**src/rtl/alu_pkg.sv**
```systemverilog
// Shared definitions for the pipelined ALU: opcodes, flag bit positions and
// the arithmetic-op classifier used by the carry register.
// No logic of its own; imported by alu_core and alu_pipe.
package alu_pkg;

  localparam logic [3:0] OP_INCA   = 4'h0;
  localparam logic [3:0] OP_DECA   = 4'h1;
  localparam logic [3:0] OP_ADD    = 4'h2;
  localparam logic [3:0] OP_SUB    = 4'h3;
  localparam logic [3:0] OP_ABS    = 4'h4;
  localparam logic [3:0] OP_NEGA   = 4'h5;
  localparam logic [3:0] OP_ADDC   = 4'h6;
  localparam logic [3:0] OP_NEGB   = 4'h7;
  localparam logic [3:0] OP_AND    = 4'h8;
  localparam logic [3:0] OP_OR     = 4'h9;
  localparam logic [3:0] OP_XOR    = 4'hA;
  localparam logic [3:0] OP_INVB   = 4'hB;
  localparam logic [3:0] OP_PASSA  = 4'hC;
  localparam logic [3:0] OP_INVA   = 4'hD;
  localparam logic [3:0] OP_ZEROES = 4'hE;
  localparam logic [3:0] OP_ONES   = 4'hF;

  localparam int FLAG_N = 3;
  localparam int FLAG_Z = 2;
  localparam int FLAG_C = 1;
  localparam int FLAG_V = 0;

  // Codes 0-7 go through the adder and update the chained carry.
  function automatic logic is_arith(input logic [3:0] op);
    return !op[3];
  endfunction

endpackage

```
**src/rtl/alu_pipe_if.sv**
```systemverilog
// Operand/result handshake bundle for alu_pipe.
// slave: the ALU (consumes in_*, out_ready, sticky_clr; drives the rest).
// master: the operand muxes / writeback side.
interface alu_pipe_if #(
  parameter int WIDTH = 32
);
  logic             in_valid;
  logic             in_ready;
  logic [WIDTH-1:0] a;
  logic [WIDTH-1:0] b;
  logic [3:0]       inst;
  logic             out_valid;
  logic             out_ready;
  logic [WIDTH-1:0] z;
  logic [3:0]       flags;
  logic             sticky_clr;
  logic             sticky_v;

  modport master (
    output in_valid, a, b, inst, out_ready, sticky_clr,
    input  in_ready, out_valid, z, flags, sticky_v
  );

  modport slave (
    input  in_valid, a, b, inst, out_ready, sticky_clr,
    output in_ready, out_valid, z, flags, sticky_v
  );
endinterface

```
**src/rtl/alu_core.sv**
```systemverilog
// Combinational ALU datapath: 16 opcodes, {N,Z,C,V} flags, optional signed saturation.
// Latency 0 (pure combinational); no handshake, backpressure handled by the caller.
// Ports: a, b, inst, carry_in (for ADDC) -> z, flags {N,Z,C,V}.
module alu_core
  import alu_pkg::*;
#(
  parameter int WIDTH = 32,
  parameter bit SAT   = 1'b0
) (
  input  logic [WIDTH-1:0] a,
  input  logic [WIDTH-1:0] b,
  input  logic [3:0]       inst,
  input  logic             carry_in,
  output logic [WIDTH-1:0] z,
  output logic [3:0]       flags
);

  localparam int MSB = WIDTH - 1;

  // Every arithmetic op is expressed as x + y + cin on a WIDTH+1 adder so that
  // carry and overflow come out of one place.
  logic [WIDTH-1:0] x, y, lres, raw;
  logic             cin, arith, c, v;
  logic [WIDTH:0]   sum;

  always_comb begin
    x     = '0;
    y     = '0;
    cin   = 1'b0;
    arith = 1'b1;
    lres  = '0;
    case (inst)
      OP_INCA:   begin x = a; y = {{(WIDTH-1){1'b0}}, 1'b1}; end
      OP_DECA:   begin x = a; y = ~{{(WIDTH-1){1'b0}}, 1'b1}; cin = 1'b1; end
      OP_ADD:    begin x = a; y = b; end
      OP_SUB:    begin x = a; y = ~b; cin = 1'b1; end
      OP_ABS: begin
        // Negative A behaves as NEGA; non-negative A is a plain pass-through.
        if (a[MSB]) begin
          y   = ~a;
          cin = 1'b1;
        end else begin
          arith = 1'b0;
          lres  = a;
        end
      end
      OP_NEGA:   begin y = ~a; cin = 1'b1; end
      OP_ADDC:   begin x = a; y = b; cin = carry_in; end
      OP_NEGB:   begin y = ~b; cin = 1'b1; end
      OP_AND:    begin arith = 1'b0; lres = a & b; end
      OP_OR:     begin arith = 1'b0; lres = a | b; end
      OP_XOR:    begin arith = 1'b0; lres = a ^ b; end
      OP_INVB:   begin arith = 1'b0; lres = ~b; end
      OP_PASSA:  begin arith = 1'b0; lres = a; end
      OP_INVA:   begin arith = 1'b0; lres = ~a; end
      OP_ZEROES: begin arith = 1'b0; lres = '0; end
      default:   begin arith = 1'b0; lres = '1; end
    endcase
  end

  assign sum = {1'b0, x} + {1'b0, y} + {{WIDTH{1'b0}}, cin};
  assign c   = arith & sum[WIDTH];
  // Same-signed adder inputs producing a differently-signed result. Negating
  // the most-negative value lands here too (0 + 0111..1 + 1 = 1000..0).
  assign v   = arith & (x[MSB] == y[MSB]) & (sum[MSB] != x[MSB]);
  assign raw = arith ? sum[WIDTH-1:0] : lres;

  always_comb begin
    z = raw;
    // Overflow direction follows the sign of the (shared) adder inputs.
    if (SAT && v)
      z = x[MSB] ? {1'b1, {(WIDTH-1){1'b0}}} : {1'b0, {(WIDTH-1){1'b1}}};
  end

  // N and Z reflect the saturated result.
  assign flags = {z[MSB], (z == '0), c, v};

endmodule

```
**src/rtl/alu_pipe.sv**
```systemverilog
// Two-stage valid/ready ALU pipeline with carry chaining and sticky overflow.
// Latency: op registered into stage 1 on accept, result registered into stage 2 on the next edge.
// Backpressure: out_ready stalls stage 2, which ripples combinationally to in_ready; results hold stable.
// Ports: clk, rst (async active-high), io (alu_pipe_if.slave).
module alu_pipe
  import alu_pkg::*;
#(
  parameter int WIDTH = 32,
  parameter bit SAT   = 1'b0
) (
  input  logic      clk,
  input  logic      rst,
  alu_pipe_if.slave io
);

  logic             v1, v2, ready2;
  logic [WIDTH-1:0] a1, b1, z2, core_z;
  logic [3:0]       op1, f2, core_f;
  logic             carry_q, sticky_q;

  assign ready2      = !v2 || io.out_ready;
  assign io.in_ready = !v1 || ready2;

  alu_core #(
    .WIDTH (WIDTH),
    .SAT   (SAT)
  ) u_core (
    .a        (a1),
    .b        (b1),
    .inst     (op1),
    .carry_in (carry_q),
    .z        (core_z),
    .flags    (core_f)
  );

  // Stage 1: operand capture.
  always_ff @(posedge clk or posedge rst) begin
    if (rst) begin
      v1  <= 1'b0;
      a1  <= '0;
      b1  <= '0;
      op1 <= '0;
    end else if (io.in_ready) begin
      v1 <= io.in_valid;
      if (io.in_valid) begin
        a1  <= io.a;
        b1  <= io.b;
        op1 <= io.inst;
      end
    end
  end

  // Stage 2: compute and register. carry_q is only touched here, on the same
  // edge the op advances, so a back-to-back ADDC sees its predecessor's carry.
  always_ff @(posedge clk or posedge rst) begin
    if (rst) begin
      v2      <= 1'b0;
      z2      <= '0;
      f2      <= '0;
      carry_q <= 1'b0;
    end else if (ready2) begin
      v2 <= v1;
      if (v1) begin
        z2 <= core_z;
        f2 <= core_f;
        if (is_arith(op1))
          carry_q <= core_f[FLAG_C];
      end
    end
  end

  // Set on consumption of a V result; set beats a simultaneous clear.
  always_ff @(posedge clk or posedge rst) begin
    if (rst)
      sticky_q <= 1'b0;
    else if (io.out_valid && io.out_ready && f2[FLAG_V])
      sticky_q <= 1'b1;
    else if (io.sticky_clr)
      sticky_q <= 1'b0;
  end

  assign io.out_valid = v2;
  assign io.z         = z2;
  assign io.flags     = f2;
  assign io.sticky_v  = sticky_q;

endmodule

```
**src/flat_wrapper.sv**
```systemverilog
// flat-port wrapper written by rule: the top's interface ports become plain ports
module alu_pipe_flat import alu_pkg::*;
#(
  parameter int WIDTH = 32,
  parameter bit SAT   = 1'b0
)
  (clk, rst, io_in_valid, io_a, io_b, io_inst, io_out_ready, io_sticky_clr, io_in_ready, io_out_valid, io_z, io_flags, io_sticky_v);
  alu_pipe_if #(.WIDTH(WIDTH)) io_i ();
  input  logic clk;
  input  logic rst;
  input wire logic [$bits(io_i.in_valid)-1:0] io_in_valid;
  input wire logic [$bits(io_i.a)-1:0] io_a;
  input wire logic [$bits(io_i.b)-1:0] io_b;
  input wire logic [$bits(io_i.inst)-1:0] io_inst;
  input wire logic [$bits(io_i.out_ready)-1:0] io_out_ready;
  input wire logic [$bits(io_i.sticky_clr)-1:0] io_sticky_clr;
  output wire logic [$bits(io_i.in_ready)-1:0] io_in_ready;
  output wire logic [$bits(io_i.out_valid)-1:0] io_out_valid;
  output wire logic [$bits(io_i.z)-1:0] io_z;
  output wire logic [$bits(io_i.flags)-1:0] io_flags;
  output wire logic [$bits(io_i.sticky_v)-1:0] io_sticky_v;
  assign io_i.in_valid = io_in_valid;
  assign io_i.a = io_a;
  assign io_i.b = io_b;
  assign io_i.inst = io_inst;
  assign io_i.out_ready = io_out_ready;
  assign io_i.sticky_clr = io_sticky_clr;
  assign io_in_ready = io_i.in_ready;
  assign io_out_valid = io_i.out_valid;
  assign io_z = io_i.z;
  assign io_flags = io_i.flags;
  assign io_sticky_v = io_i.sticky_v;
  alu_pipe #(.WIDTH(WIDTH), .SAT(SAT)) u_core (.clk(clk), .rst(rst), .io(io_i));
endmodule
```
**config.mk**
```make
export PLATFORM = sky130hd
export DESIGN_NAME = alu_pipe_flat
export DESIGN_NICKNAME = d
export VERILOG_FILES = /design/src/rtl/alu_pkg.sv /design/src/rtl/alu_pipe_if.sv /design/src/rtl/alu_core.sv /design/src/rtl/alu_pipe.sv /design/src/flat_wrapper.sv
export SDC_FILE = /design/constraint.sdc
export NUM_CORES = 1
export LEC_CHECK = 0
export BUFFER_PORTS_ARGS = -buffer_cell sky130_fd_sc_hd__buf_2
export CAP_MARGIN = 10
export CORE_ASPECT_RATIO = 2
export CORE_MARGIN = 1.5
export CORE_UTILIZATION = 39
export CTS_CLUSTER_SIZE = 8
export DETAILED_ROUTE_END_ITERATION = 8
export PLACE_DENSITY = 0.67
export SLEW_MARGIN = 20
export SYNTH_ARGS = -nofsm -noshare
export SYNTH_HDL_FRONTEND = slang
export SYNTH_SLANG_ARGS = --single-unit
```
**constraint.sdc**
```tcl
create_clock -name clk -period 5.2 [get_ports clk]
set_clock_uncertainty 0.15 [all_clocks]
set_input_delay 1.04 -clock clk [delete_from_list [all_inputs] [get_ports clk]]
set_output_delay 1.04 -clock clk [all_outputs]
set_load 0.01 [all_outputs]
```
==> impl_metrics.csv <==
group,metric,value,unit
global_route,grt_pass1_vias,8592,
logic_synthesis,synthesis.nets,1253,
clocking,cts.clk_slew.worst_paths,70,ps
placed_design,gp_congestion,0.977,
final_layout,syn_to_final_growth,13.2,%
drt,vias,8493,
clocking,post_cts_resized,0,
sta,max_freq,0.211,GHz
critical_path,path_buf_inv,2,
logic_synthesis,syn-cell-area,9430,um^2
floorplan,coreArea,23800,um^2
final_layout,diodes,0,
logic_synthesis,ys_seq_elements,107,
drt,drt-total-wl,30.1,mm
sta,slew_violations,0,
critical_path,slowest_delay,480,ps
logic_synthesis,synth_top_flop_cell,"dfrtp_1",
critical_path,crit_family,"compound AO/OA/AOI/OAI gates",
drt,drtIter0Drc,493,
logic_synthesis,synth_edf_count,0,
power,vdd_drop_max,0.000160,V
clocking,clk_path_buf_depth,2,
sta,setup_tns,0,ps
final_layout,fillers,2410,
critical_path,cp.required,5320,ps
final_layout,post_route_cells_drive_above_1_share,21.9,%
placed_design,post_dp_cell_area,10400,um^2
job,cap_violations,0,
logic_synthesis,synthArstFlopShare,100,%
global_route,grt_usage,24.4,%
logic_synthesis,syn_area_per_cell,8.71,um^2
placed_design,post-place-cells,1444,
global_route,overflow,0,
final_layout,stdcell_count,1460,
worst_hold_path,hold_class,"reg -> reg",
clocking,clock_latency,380,ps
floorplan,die_width,113,um
sta,tightest_slew,1000,ps
critical_path,slowest_stage,"dfrtp_1",
clocking,cts_hold_buf,0,
critical_path,arrival,4870,ps
floorplan,pin_count,112,
floorplan,die-area,25200,um^2
placed_design,dpl.hpwl,23.5,mm
clocking,clock-sinks,107,
power,powerDensity,360,nW/um^2
drt,ant_nets,0,
sta,finalSetupViolCount,0,
drt,wl_per_cell,20.6,um
run_status,status,"complete, no violations",
critical_path,crit_fanout,7,
final_layout,nets,1338,
final_layout,final_cell_mix,"buf_2 (111), dfrtp_1 (106), ha_1 (95)",
power,power.leakage,4.99,nW
final_layout,multiInputGateArea,6220,um^2
clocking,tritoncts,"yes",
clocking,post-cts-setup-buffers,0,
global_route,grt_start_max_net_pins,67,
clocking,cts_buffers,9,
global_route,antenna_found_initial,0,
critical_path,cp_cell_sequence,"inv_1 > o21ai_0 > a21oi_1 > or2_2 > fa_1 > fa_1 > nor2b_1 > o2111ai_1 > a21oi_1 > a2bb2oi_1 > buf_4 > a211oi_2 > o21ai_1 > a2111oi_0 > a31o_1 > o211ai_1 > o31ai_1",
global_route,grt_pass1_wl,47.0,mm
final_layout,seq_area,2680,um^2
sta,post-route-min-period,4750,ps
power,power,3.85,mW
sta,maxSlewHeadroom,33.1,%
floorplan,rows,80,
final_layout,final_common_cell,"buf_2",
floorplan,initial_core_util,39.6,%
drt,viasPerCell,5.82,
critical_path,critical_path_class,"reg -> reg",
final_layout,fin_area,10700,um^2
logic_synthesis,syn_inst,1083,
critical_path,endpoint_kind,"flip-flop",
floorplan,die_height,223,um
sta,grt_setup_unrepaired,"false",
logic_synthesis,synth_cell_type_count,79,
clocking,clockRootBuffer,"clkbuf_16",
critical_path,cp-start-kind,"flip-flop",
clocking,cts_max_level,3,
sta,finalHoldViolations,0,
logic_synthesis,ys.warnings.count,0,
drt,drc,0,
sta,fin_crit_sh,91.3,%
drt,firstDrtPassIters,5,
placed_design,port_buffers,111,
logic_synthesis,yosysSeqAreaShare,28.4,%
==> worst paths after layout <==
| check | startpoint | endpoint | slack, ps | depth (start not counted) |
|---|---|---|---|---|
| max | u_core.a1[31] | u_core.io.flags[2] | 450 | 17 |
| max in group asynchronous | rst | u_core.io.z[13] | 3170 | 3 |
| max reg2reg | u_core.a1[31] | u_core.io.flags[2] | 450 | 17 |
| min reg2reg | u_core.io.z[9] | u_core.io.z[9] | 330 | 2 |
| min in group asynchronous | rst | u_core.b1[31] | 660 | 2 |
| min | u_core.io.z[9] | u_core.io.z[9] | 330 | 2 |
==> metrics by stage <==
stage | hold slack, ps | utilization (%) | setup WS, ps
after floorplan | 328 | - | 196
after global placement | 311 | 43.5 | 579
after detailed placement | 316 | 43.5 | 537
after CTS | 332 | 44.8 | 521
after global routing | 345 | 44.8 | 167
final | 325 | 44.8 | 451
==> final cells by class <==
class,instances,share of cell area [%]
clock buffer,11,2.18
clock inverter,5,0.797
inverter,80,2.84
multi-input combinational,829,58.3
sequential,107,25.1
tap,287,3.37
timing repair buffer,141,7.44
==> power breakdown <==
part / internal, mW / switching (mW) / total, mW
Combinational: 0.768 / 1.09 / 1.86
Clock: 0.425 / 0.329 / 0.754
Sequential: 1.02 / 0.218 / 1.23
==> cells in the mapped netlist, drive strengths merged (7+ instances only) <==
| cell | n | share of area, % |
|---|---|---|
| a211oi | 11 | 0.93 |
| a21o | 11 | 0.89 |
| a21oi | 75 | 4.2 |
| a22o | 7 | 0.65 |
| a22oi | 7 | 0.56 |
| a31oi | 7 | 0.46 |
| and2 | 34 | 2.3 |
| buf | 25 | 1.3 |
| clkbuf | 42 | 1.7 |
| dfrtp | 107 | 28 |
| ha | 95 | 13 |
| inv | 80 | 3.2 |
| mux2 | 75 | 9.0 |
| mux2i | 17 | 1.8 |
| nand2 | 90 | 3.6 |
| nand2b | 13 | 0.94 |
| nand3 | 17 | 0.90 |
| nand4 | 12 | 0.80 |
| nor2 | 66 | 2.6 |
| nor3 | 11 | 0.64 |
| o2111ai | 8 | 0.74 |
| o21ai | 71 | 3.8 |
| o221ai | 25 | 2.3 |
| o22ai | 24 | 1.6 |
| o31ai | 7 | 0.56 |
| xnor2 | 36 | 3.3 |
| xor2 | 22 | 2.0 |
==> flip-flops by register name, summed over array words and instances, names as in the netlist <==
signal               flops
u_core.op1               4
u_core.v1                1
u_core.carry_q           1
u_core.io.sticky_v       1
u_core.io.out_valid      1
u_core.io.z             31
u_core.io.flags          4
u_core.b1               32
u_core.a1               32
==> per-layer routing <==
metal | vias up | track usage [%] | wire [um]
li1 | 4070 | - | -
met1 | 4057 | 26.6 | 11300
met2 | 267 | 43.8 | 15600
met3 | 99 | 3.50 | 1330
met4 | 0 | 15.6 | 1840
met5 | - | 0 | 0
==> kinds of logic (layout without fill, tap and decap cells) <==
group	Yosys count	in the layout	share of synthesized area (%)
compound gates	301	301	21.4
flops	107	107	28.4
simple gates	280	280	14.6
fa+ha+maj	97	97	13.0
xor+xnor	58	58	5.39
buf+inv	147	237	6.12
mux	93	93	11.0
==> worst register-to-register path: cells and delay by family, from the launching register on <==
kind | cells | cell delay (ps)
AOI/OAI and AO/OA | 11 | 2210
adders and majority gates | 2 | 960
buffers and inverters | 2 | 340
DFF | 1 | 480
and+or+nand+nor | 2 | 490
(Power assumes the default switching activity.)
